==> src/rtl/joystick_conditioner.sv <==
// Joystick conditioner: synchronizes, debounces and SOCD-filters two
// active-low 5-bit joystick ports into registered active-high outputs.
module joystick_conditioner #(
    parameter int PRESCALE       = 108000,
    parameter int DEBOUNCE_TICKS = 5
) (
    input  logic       clk,
    input  logic       reset,
    input  logic [4:0] fa_n,
    input  logic [4:0] fb_n,
    input  logic       socd_mask,
    output logic [4:0] joy1,
    output logic [4:0] joy2,
    output logic       changed
);

    localparam int PW = $clog2(PRESCALE);
    localparam int CW = (DEBOUNCE_TICKS > 1) ? $clog2(DEBOUNCE_TICKS) : 1;
    localparam logic [PW-1:0] PLAST = PW'(PRESCALE - 1);
    localparam logic [CW-1:0] CLAST = CW'(DEBOUNCE_TICKS - 1);

    logic [9:0]    sync1;
    logic [9:0]    sync2;
    logic [9:0]    synced;
    logic [PW-1:0] pre_cnt;
    logic          tick;
    logic [9:0]    stable;
    logic [CW-1:0] db_cnt [10];
    logic [4:0]    nxt1;
    logic [4:0]    nxt2;

    // Kill both halves of an opposing pair when masking is enabled.
    function automatic logic [4:0] socd(input logic [4:0] s, input logic en);
        logic [4:0] r;
        r = s;
        if (en && s[0] && s[1]) r[1:0] = 2'b00;
        if (en && s[2] && s[3]) r[3:2] = 2'b00;
        return r;
    endfunction

    assign synced = ~sync2;
    assign tick   = (pre_cnt == PLAST);
    assign nxt1   = socd(stable[4:0], socd_mask);
    assign nxt2   = socd(stable[9:5], socd_mask);

    // Two-flop synchronizer; idle (released) pins read as 1.
    always_ff @(posedge clk) begin
        if (reset) begin
            sync1 <= '1;
            sync2 <= '1;
        end else begin
            sync1 <= {fb_n, fa_n};
            sync2 <= sync1;
        end
    end

    // Free-running prescaler producing a one-cycle debounce tick.
    always_ff @(posedge clk) begin
        if (reset) begin
            pre_cnt <= '0;
        end else if (tick) begin
            pre_cnt <= '0;
        end else begin
            pre_cnt <= pre_cnt + 1'b1;
        end
    end

    // Per-bit debounce: any cycle matching the stable level restarts the count.
    always_ff @(posedge clk) begin
        if (reset) begin
            stable <= '0;
            for (int i = 0; i < 10; i++) begin
                db_cnt[i] <= '0;
            end
        end else begin
            for (int i = 0; i < 10; i++) begin
                if (synced[i] == stable[i]) begin
                    db_cnt[i] <= '0;
                end else if (tick) begin
                    if (db_cnt[i] == CLAST) begin
                        stable[i] <= synced[i];
                        db_cnt[i] <= '0;
                    end else begin
                        db_cnt[i] <= db_cnt[i] + 1'b1;
                    end
                end
            end
        end
    end

    // Output register with a single change pulse per update.
    always_ff @(posedge clk) begin
        if (reset) begin
            joy1    <= '0;
            joy2    <= '0;
            changed <= 1'b0;
        end else begin
            joy1    <= nxt1;
            joy2    <= nxt2;
            changed <= ({nxt2, nxt1} != {joy2, joy1});
        end
    end

endmodule

==> config.mk <==
export PLATFORM = sky130hd
export DESIGN_NAME = joystick_conditioner
export DESIGN_NICKNAME = d
export VERILOG_FILES = /design/src/rtl/joystick_conditioner.sv
export SDC_FILE = /design/constraint.sdc
export NUM_CORES = 1
export LEC_CHECK = 0
export BUFFER_PORTS_ARGS = -buffer_cell sky130_fd_sc_hd__buf_4
export CORE_MARGIN = 2
export CORE_UTILIZATION = 55
export DETAILED_ROUTE_END_ITERATION = 16
export PLACE_DENSITY = 0.7
export SYNTH_ARGS = -nofsm -noshare
export SYNTH_HDL_FRONTEND = slang
export SYNTH_SLANG_ARGS = --single-unit
==> constraint.sdc <==
create_clock -name clk -period 2.2 [get_ports clk]
set_input_delay 0.22 -clock clk [delete_from_list [all_inputs] [get_ports clk]]
set_output_delay 0.22 -clock clk [all_outputs]
set_load 0.01 [all_outputs]
======== Word-level counts from Yosys, hierarchy flattened ========
Memories as Yosys holds them, arrays and structs flattened.
Index checks and enable logic that the tools add are counted.
storage, ports and cells
  memories kept ........................... 1
  output and inout port bits .............. 11
  input port bits ......................... 13
  bits in writable memories ............... 30
  word-level logic and storage cells ...... 276
  bits in registers ....................... 58
memory list
  memory  words  bits a word  rd ports  clocked after Yosys merged registers in  wr ports  line  text
  db_cnt  10     3            10        0                                        10        28    logic [CW-1:0] db_cnt [10];
cells by class
  bitwise gates (word level) .............. 41
  reduce and logical (&&, ||, !) cells .... 19
  muxes and demuxes ....................... 166
  equality and inequality tests ........... 22
  $add $sub $neg .......................... 11
operator list
  kind                                                             number
  1-bit 2-to-1 mux                                                 132
  3-bit 2-to-1 mux                                                 30
  3-bit by 1-bit adder with 3-bit output, second input constant    10
  3-bit equality test, second input constant                       10
  1-bit bitwise OR                                                 30
  3-bit AND reduction                                              10
  17-bit by 1-bit adder with 17-bit output, second input constant  1
  17-bit equality test, second input constant                      1
  1-bit equality test                                              10
  10-bit != test                                                   1
  1-bit NOT                                                        10
  10-bit NOT                                                       1
  1-bit logical AND                                                8
  2-bit 2-to-1 mux                                                 4
  2-bit OR reduction                                               1

======== Logic depth before layout (Yosys ltp) ========
Gate-level depths: netlist of run 1.
  depth after elaboration ................. 8
  gate-level depth with buffers ........... 6
  depth with buffers taken out ............ 5

======== Worst setup path before layout of run 1 ========
OpenSTA, ideal clock, no wires.
  kind .................................... reg-to-reg
  start ................................... register pre_cnt[11]
  end ..................................... memory db_cnt[0][0] (netlist bit), enable pin
  buffers on the path ..................... 1
  data arrival time ....................... 1,584 ps
  clock period less this slack ............ 1,878 ps
  setup time .............................. 294 ps
  required time ........................... 1,906 ps
  cell stages (with the launch flop) ...... 6
  setup slack ............................. 322 ps
  cells stage by stage .................... dfxtp_1 -> or4_4 -> nor3_4 -> a21o_2 -> buf_4 -> or2_2
RTL lines
  item                    line  text
  start, declared         25    logic [PW-1:0] pre_cnt;
  start signal, assigned  64    pre_cnt <= pre_cnt + 1'b1;
  end, declared           28

======== Final worst setup path of run 1 ========
  start ................................... register pre_cnt[11]
  end ..................................... register stable[2]
on the way
  word-level cells in the longest chain between the ends .. 2
RTL lines
  item                                  line  text
  17-bit equality test                  42    assign tick = (pre_cnt == PLAST);
  3-bit AND reduction (no source line)  -
  end signal, assigned by index         81    stable[i] <= synced[i];
  end, declared                         27    logic [9:0] stable;
No other way between the ends.
A chain may end at the register's enable or synchronous reset.

==> implementation parameters, run 1 <==
Parameter                              Value

Logic synthesis
  Seq/Total Area, Yosys    around half
  Total of flip-flops plus latches after synthesis    88
  Net count of the mapped netlist    approximately 430
  Number of instances in the synthesized netlist    ~390
  Primary flip-flop cell chosen by synthesis mapping    sky130_fd_sc_hd__dfxtp_1
  Average cell area after synthesis    between 10 and 15 um2
  Number of unique standard cell types used by synthesis    43
  Post-synth ARST share    0%
  Number of warnings issued by yosys    0
  Number of flops mapped to enable cells by yosys    30
  Cell area after synthesis    0.00417 mm2

Final layout
  Net count reported at finish    between 400 and 500
  Commonest non-fill, non-tap cells in the layout    sky130_fd_sc_hd__dfxtp_1 (58), sky130_fd_sc_hd__inv_1 (36), sky130_fd_sc_hd__or2_2 (30), sky130_fd_sc_hd__edfxtp_1 (30)
  Diodes inserted    0
  Post-synthesis to final-layout area growth    11.5%
  Leading cell type in the layout, fill and taps excluded    sky130_fd_sc_hd__dfxtp_1
  Non-Filler Instances    slightly above 500
  Filler cell count in the final layout    roughly 630
  Share of post-route cells with drive strength above 1    a little under a quarter

Route
  Residual antenna-violating net count after detailed routing    0
  Residual DRC    0
  Via count of the routed design    approximately 2.8k
  DRC marker count from the first detailed-route iteration    102
  Final wirelength    between 7 and 8 mm
  Per-cell via count in the routed design    5.39
  Detailed Routing Iterations Pass 1    4
  Routed length per placed instance    14.6 um

Placed design
  Inst Count DP    around 500
  Detailed placer's ending HPWL    about 5.3 mm
  Global placer's final weighted congestion    ~0.75
  Number of port buffers    23
  Post-placement setup slack    roughly 0.18 ns

STA
  Final worst path period share    about nine tenths
  Worst slew margin relative to its limit    between 60% and 70%
  Max Slew Vio Count    0
  Final count of hold timing violations    0
  Sum of negative setup slack    0 ns
  PnR worst setup slack    0.206 ns
  Actual slew at the worst max-slew pin    about 0.47 ns
  Fmax    501 MHz
  Unrepaired setup endpoints after global routing    false
  Number of setup violations in the final report    0
  Largest clock skew in the final design    about 0.0066 ns
  Tmin final    around 2 ns

Clocking
  Clock-pin slew of the registers on the worst-case setup and hold paths    roughly 0.090 ns
  Clock sink count    88
  Clock tree buffer depth    2
  Clock insertion delay at the later pin of the skew report    about 0.34 ns
  Number of levels the H-tree was split into    3
  Clock tree from TritonCTS    yes
  Setup bufs post-CTS    0
  Cell at the root of the clock tree    sky130_fd_sc_hd__clkbuf_8
  Number of buffers created by CTS    9

Die
  Width of the chip    slightly above 90 um
  Vert. Die Dim    about 90 um
  Floorplan core area    between 0.007 and 0.008 mm2
  Number of I/O pins    24
  Starting density of the core    57.2%
  Overall die area    about 0.0083 mm2
  Cell row count    31

Worst setup path
  Maximum fanout count along the critical path    12
  Ordered list of cells on the worst path    or4_4, nor3_4, buf_4, and2_2, a311oi_2
  Standard cell with the maximum stage delay on the critical path    sky130_fd_sc_hd__or4_4
  Count of cells along the worst register-to-register path    5
  Arr. time, crit path    between 2 and 2.5 ns
  Critical path endpoint category    register
  Biggest cell delay along the critical path    just under 0.6 ns
  Path type of the worst setup path    reg -> reg
  Data required time at the worst endpoint    2.42 ns
  Type of element launching the critical path    register

Global routing
  Total routing resource utilization after global routing    between 15 and 20%
  Residual overflow from global routing    0
  Antenna violations before repair    0
  Vias in the first global route    between 2k and 3k
  First-pass GRT wire length    12.8 mm
  Pin count of the biggest net entering global routing    45

Pwr
  Largest vdd supply drop    a little over 0.4 mV
  Power density of the placed cells    roughly 680 mW/mm2
  Reported leakage power    between 1.5 and 2 nW

Worst hold path
  Worst min path class    in -> reg
  WHS Path Cells    2

Run
  Max-Cap Viols    0

Status
  Outcome    finished, final reports clean
==> per-stage QoR <==
step	hold WS (ns)	utilization, %	instance area [um2]	power (mW)
6_report	0.0523	63.8	4650	3.15
5_1_grt	0.0368	63.8	4650	3.25
4_1_cts	0.0371	63.7	4650	3.17
3_5_place_dp	0.394	60.4	4410	1.89
3_3_place_gp	0.391	60.4	4410	1.88
2_1_floorplan	0.324	-	4170	1.85
==> Yosys cell counts, types with 10 or more instances <==
| cell type | instances | area (um2) |
|---|---|---|
| sky130_fd_sc_hd__dfxtp_1 | 58 | 1160 |
| sky130_fd_sc_hd__inv_1 | 36 | 135 |
| sky130_fd_sc_hd__edfxtp_1 | 30 | 901 |
| sky130_fd_sc_hd__nor2_1 | 30 | 113 |
| sky130_fd_sc_hd__or2_2 | 30 | 188 |
| sky130_fd_sc_hd__ha_1 | 21 | 263 |
| sky130_fd_sc_hd__nor3_1 | 17 | 85.1 |
| sky130_fd_sc_hd__nor4_1 | 17 | 106 |
| sky130_fd_sc_hd__xnor2_1 | 16 | 140 |
| sky130_fd_sc_hd__xor2_1 | 14 | 123 |
| sky130_fd_sc_hd__a31oi_1 | 10 | 62.6 |
| sky130_fd_sc_hd__and2_2 | 10 | 75.1 |
==> final timing paths <==
kind,start,end,slack (ns)
min,fb_n[1],sync1[6]$_SDFF_PP1_,0.05
max reg2reg,pre_cnt[11]$_SDFF_PP0_,stable[2]$_SDFFE_PP0P_,0.21
max,pre_cnt[11]$_SDFF_PP0_,stable[2]$_SDFFE_PP0P_,0.21
min reg2reg,sync1[8]$_SDFF_PP1_,sync2[8]$_SDFF_PP1_,0.41
==> worst max-delay path: cells and delay by family, from the launching register on <==
kind / cells / cell delay, ns
AO/OA/AOI/OAI: 1 / 0.15
AND/OR/NAND/NOR: 3 / 1.14
flip-flops: 1 / 0.38
buffers and inverters: 1 / 0.21
==> layer usage <==
layer | routed length, um | up-vias | global-route usage [%]
met1 | 3690 | 1331 | 24.6
met4 | 97 | 0 | 7.32
li1 | - | 1425 | -
met5 | 0 | - | 0
met2 | 3600 | 32 | 32.9
met3 | 159 | 6 | 3.57
==> registers in the layout (all words and copies together) (netlist names) <==
register and cells:
changed 1, db_cnt 30, pre_cnt 17, sync2 10, joy2 5, sync1 10, stable 10, joy1 5
==> area by class of cell <==
type | instances | area (um2) | share of cell area [%]
Clock inverter | 4 | 73.8 | 1.59
Sequential cell | 88 | 2060 | 44.3
Multi-Input combinational cell | 250 | 1870 | 40.2
Tap cell | 99 | 124 | 2.66
Inverter | 36 | 135 | 2.91
Timing Repair Buffer | 29 | 218 | 4.68
Clock buffer | 12 | 166 | 3.58
==> logic make-up (layout without fill, tap and decap cells) <==
group           after synthesis  in the layout  synth area share, %
simple gates                146            146                 21.3
mux                           8              8                 1.92
xor+xnor                     30             30                 6.30
buf+inv                      54             81                 5.79
fa+ha+maj                    21             21                 6.30
flops                        88             88                 49.4
compound gates               45             45                 8.94
==> power breakdown <==
part / internal (mW) / switching (mW)
Sequential: 1.71 / 0.0225
Clock: 0.741 / 0.564
Combinational: 0.0552 / 0.0645
Total: 2.50 / 0.651
==> repair_timing <==
action | in CTS | in global routing
setup endpoints to repair | 0 | 1
resized for setup | 0 | 1
hold buffers | 0 | 0
hold endpoints to repair | 0 | 0
(Power assumes the default switching activity.)
==> inputs of run 2 (changes only) <==
--- a/config.mk
+++ b/config.mk
@@ -6,10 +6,9 @@
 export NUM_CORES = 1
 export LEC_CHECK = 0
 export BUFFER_PORTS_ARGS = -buffer_cell sky130_fd_sc_hd__buf_4
-export CORE_MARGIN = 2
 export CORE_UTILIZATION = 55
 export DETAILED_ROUTE_END_ITERATION = 16
-export PLACE_DENSITY = 0.7
+export PLACE_DENSITY = 0.73
 export SYNTH_ARGS = -nofsm -noshare
 export SYNTH_HDL_FRONTEND = slang
 export SYNTH_SLANG_ARGS = --single-unit
==> constraint.sdc (replaced) <==
create_clock -name clk -period 1.75 [get_ports clk]
set_input_delay 0.175 -clock clk [delete_from_list [all_inputs] [get_ports clk]]
set_output_delay 0.175 -clock clk [all_outputs]
set_load 0.01 [all_outputs]
==> run 2 against run 1 <==
The flow now finishes with violations (negative setup slack). Power rose by 13%. Worst setup slack got worse by 0.26 ns. Sequential cell count did not move. Cell count rose by 4.8%. Hold slack got worse by 0.044 ns. Count of clock-buffer cells in the layout fell by 1. Die area fell by 4.3%. Sequential power rose by 25%. Largest cell class unchanged.
==> implementation parameters, run 2 (synthesized netlist as in run 1, its figures left out) <==
Parameter                              Value

Status
  Outcome    finished, violations left
  Violations in the final reports    negative setup slack

Final layout
  Number of flip-flops under the largest register name    30
  Filler cell count in the final layout    575
  Diodes inserted    0
  Leading registers by flop count    db_cnt: 30 flops, pre_cnt: 17 flops
  Share of post-route cells with drive strength above 1    just under 30%
  Net count reported at finish    around 470
  Core utilization of the finished layout    between 60% and 70%
  Non-Filler Instances    ~540
  Commonest non-fill, non-tap cells in the layout    sky130_fd_sc_hd__dfxtp_1 (57), sky130_fd_sc_hd__buf_4 (42), sky130_fd_sc_hd__inv_1 (36), sky130_fd_sc_hd__or2_2 (30), sky130_fd_sc_hd__edfxtp_1 (30)
  Non-Filler Cell Area, Final    ~0.005 mm2
  Leading cell type in the layout, fill and taps excluded    sky130_fd_sc_hd__dfxtp_1
  Post-synthesis to final-layout area growth    18.2%
  Biggest register    db_cnt

Pwr
  Clock Power Share    approximately a third
  Switching share of power    approximately 22%
  Reported leakage power    about 1.8 nW
  Power dissipated by switching net loads    around 790 uW
  Largest vdd supply drop    0.429 mV
  Cell-internal power    2.78 mW
  Sequential power share    about three fifths
  Power density of the placed cells    roughly 720 mW/mm2
  Share of total power in combinational logic    5.1%

Worst hold path
  Hold-critical path endpoint    sync1[3]$_SDFF_PP1_
  WHS Path Cells    2
  Worst min path class    in -> reg
  Startpoint of the worst hold path    fa_n[3]

Run
  Max-Cap Viols    0

STA
  Unrepaired setup endpoints after global routing    true
  Number of setup violations in the final report    35
  Tmin final    1.80 ns
  Final count of hold timing violations    0
  Worst slew margin relative to its limit    70.1%
  PnR worst setup slack    -0.0528 ns
  Fmax    around 550 MHz
  Largest clock skew in the final design    between 0.01 and 0.015 ns
  Hold Slack    between 0.007 and 0.008 ns
  Sum of negative setup slack    -0.621 ns
  Final worst path period share    103%
  Max Slew Vio Count    0
  Actual slew at the worst max-slew pin    about 0.45 ns

Route
  Final wirelength    ~7.7 mm
  Per-cell via count in the routed design    5.36
  Detailed Routing Iterations Pass 1    4
  DRC marker count from the first detailed-route iteration    160
  Via count of the routed design    roughly 2.9k
  Residual DRC    0
  Routed length per placed instance    between 10 and 15 um
  Residual antenna-violating net count after detailed routing    0

Worst setup path
  Ordered list of cells on the worst path    or4_4, nand4bb_4, buf_12, nor4bb_2
  Arr. time, crit path    1.97 ns
  Count of cells along the worst register-to-register path    4
  Critical path endpoint category    register
  Standard cell with the maximum stage delay on the critical path    sky130_fd_sc_hd__or4_4
  Type of element launching the critical path    register
  Path type of the worst setup path    reg -> reg
  Maximum fanout count along the critical path    30
  Biggest cell delay along the critical path    about 0.55 ns
  Data required time at the worst endpoint    roughly 1.9 ns
  Worst reg2reg startpoint    pre_cnt[11]$_SDFF_PP0_
  Setup slack on the worst flop-to-flop path    -0.05 ns
  RR Endpoint    db_cnt[6][1]$_SDFFCE_PN0P_

Global routing
  Total routing resource utilization after global routing    between 20% and 30%
  First-pass GRT wire length    12.2 mm
  Antenna violations before repair    0
  Residual overflow from global routing    0
  Pin count of the biggest net entering global routing    42
  Vias in the first global route    about 2.6k

Clocking
  Clock tree buffer depth    2
  Number of levels the H-tree was split into    3
  Clock sink count    88
  Number of buffers created by CTS    9
  Cell at the root of the clock tree    sky130_fd_sc_hd__clkbuf_8
  Clock tree from TritonCTS    yes
  Clock-pin slew of the registers on the worst-case setup and hold paths    roughly 0.080 ns
  Clock insertion delay at the later pin of the skew report    0.36 ns

Placed design
  Detailed placer's ending HPWL    5.41 mm
  Inst Count DP    518
  Number of port buffers    23
  Global placer's final weighted congestion    about 0.8
  Placed standard-cell area    approximately 0.0045 mm2

Die
  Cell row count    31
  Overall die area    about 0.0079 mm2
  Vert. Die Dim    89.1 um
  Floorplan core area    ~0.0073 mm2
  Starting density of the core    a little under three fifths
  Width of the chip    approximately 89 um
  Number of I/O pins    24
[run 2: routing by layer]
metal	up-vias	part of all wire (%)	track usage, %
li1	1477	-	-
met1	1392	47	27.4
met2	32	49	33.0
met3	9	2.7	4.43
met4	0	1.4	7.36
met5	-	0	0
[run 2: how the worst max path moves through the flow]
stage | startpoint | end | slack [ns] | cells after the start
floorplan | pre_cnt[14]$_SDFF_PP0_ | db_cnt[1][0]$_SDFFCE_PN0P_ | -0.004 | 5
finish | pre_cnt[11]$_SDFF_PP0_ | db_cnt[6][1]$_SDFFCE_PN0P_ | -0.05 | 4
global placement | pre_cnt[14]$_SDFF_PP0_ | db_cnt[7][0]$_SDFFCE_PN0P_ | -0.01 | 4
global route | pre_cnt[11]$_SDFF_PP0_ | db_cnt[0][0]$_SDFFCE_PN0P_ | -0.1 | 4
CTS | pre_cnt[14]$_SDFF_PP0_ | db_cnt[6][1]$_SDFFCE_PN0P_ | -0.004 | 4
detailed placement | pre_cnt[14]$_SDFF_PP0_ | db_cnt[6][0]$_SDFFCE_PN0P_ | -0.05 | 4
[run 2: power groups by stage]
stage	sequential, mW	clock, mW	combinational (mW)
floorplan	2.21	0	0.107
global placement	2.22	0	0.157
detailed placement	2.22	0	0.163
CTS	2.17	1.23	0.177
global route	2.18	1.31	0.203
finish	2.17	1.21	0.183
[run 2: worst max-delay path, delay by kind of cell (launching register included)]
family / cells / cell delay [ns]
AND/OR/NAND/NOR: 3 / 1.09
buffers and inverters: 1 / 0.19
flip-flops: 1 / 0.33
[run 2: layout make-up]
class | count | area (um2) | share of cell area (%)
clock buffers | 11 | 141 | 2.87
clock inverters | 4 | 21.3 | 0.431
inverters | 36 | 135 | 2.74
multi-input cells | 250 | 1990 | 40.3
flip-flops and latches | 88 | 2060 | 41.8
well taps | 99 | 124 | 2.51
repair buffers | 55 | 459 | 9.31
[run 2: repair_timing]
item | in CTS | in global routing
pin swaps | 0 | 7
resized for setup | 6 | 18
setup endpoints to repair | 41 | 58
setup buffers | 1 | 0
endpoints found under the hold margin | 7 | 2
hold buffers | 7 | 2
[run 2: through the flow]
stage                     worst slack [ns]  total power [mW]
after floorplan                   -0.00384              2.32
after global placement             -0.0115              2.37
after detailed placement           -0.0540              2.38
after CTS                         -0.00389              3.58
after global routing               -0.0989              3.69
final                              -0.0528              3.57
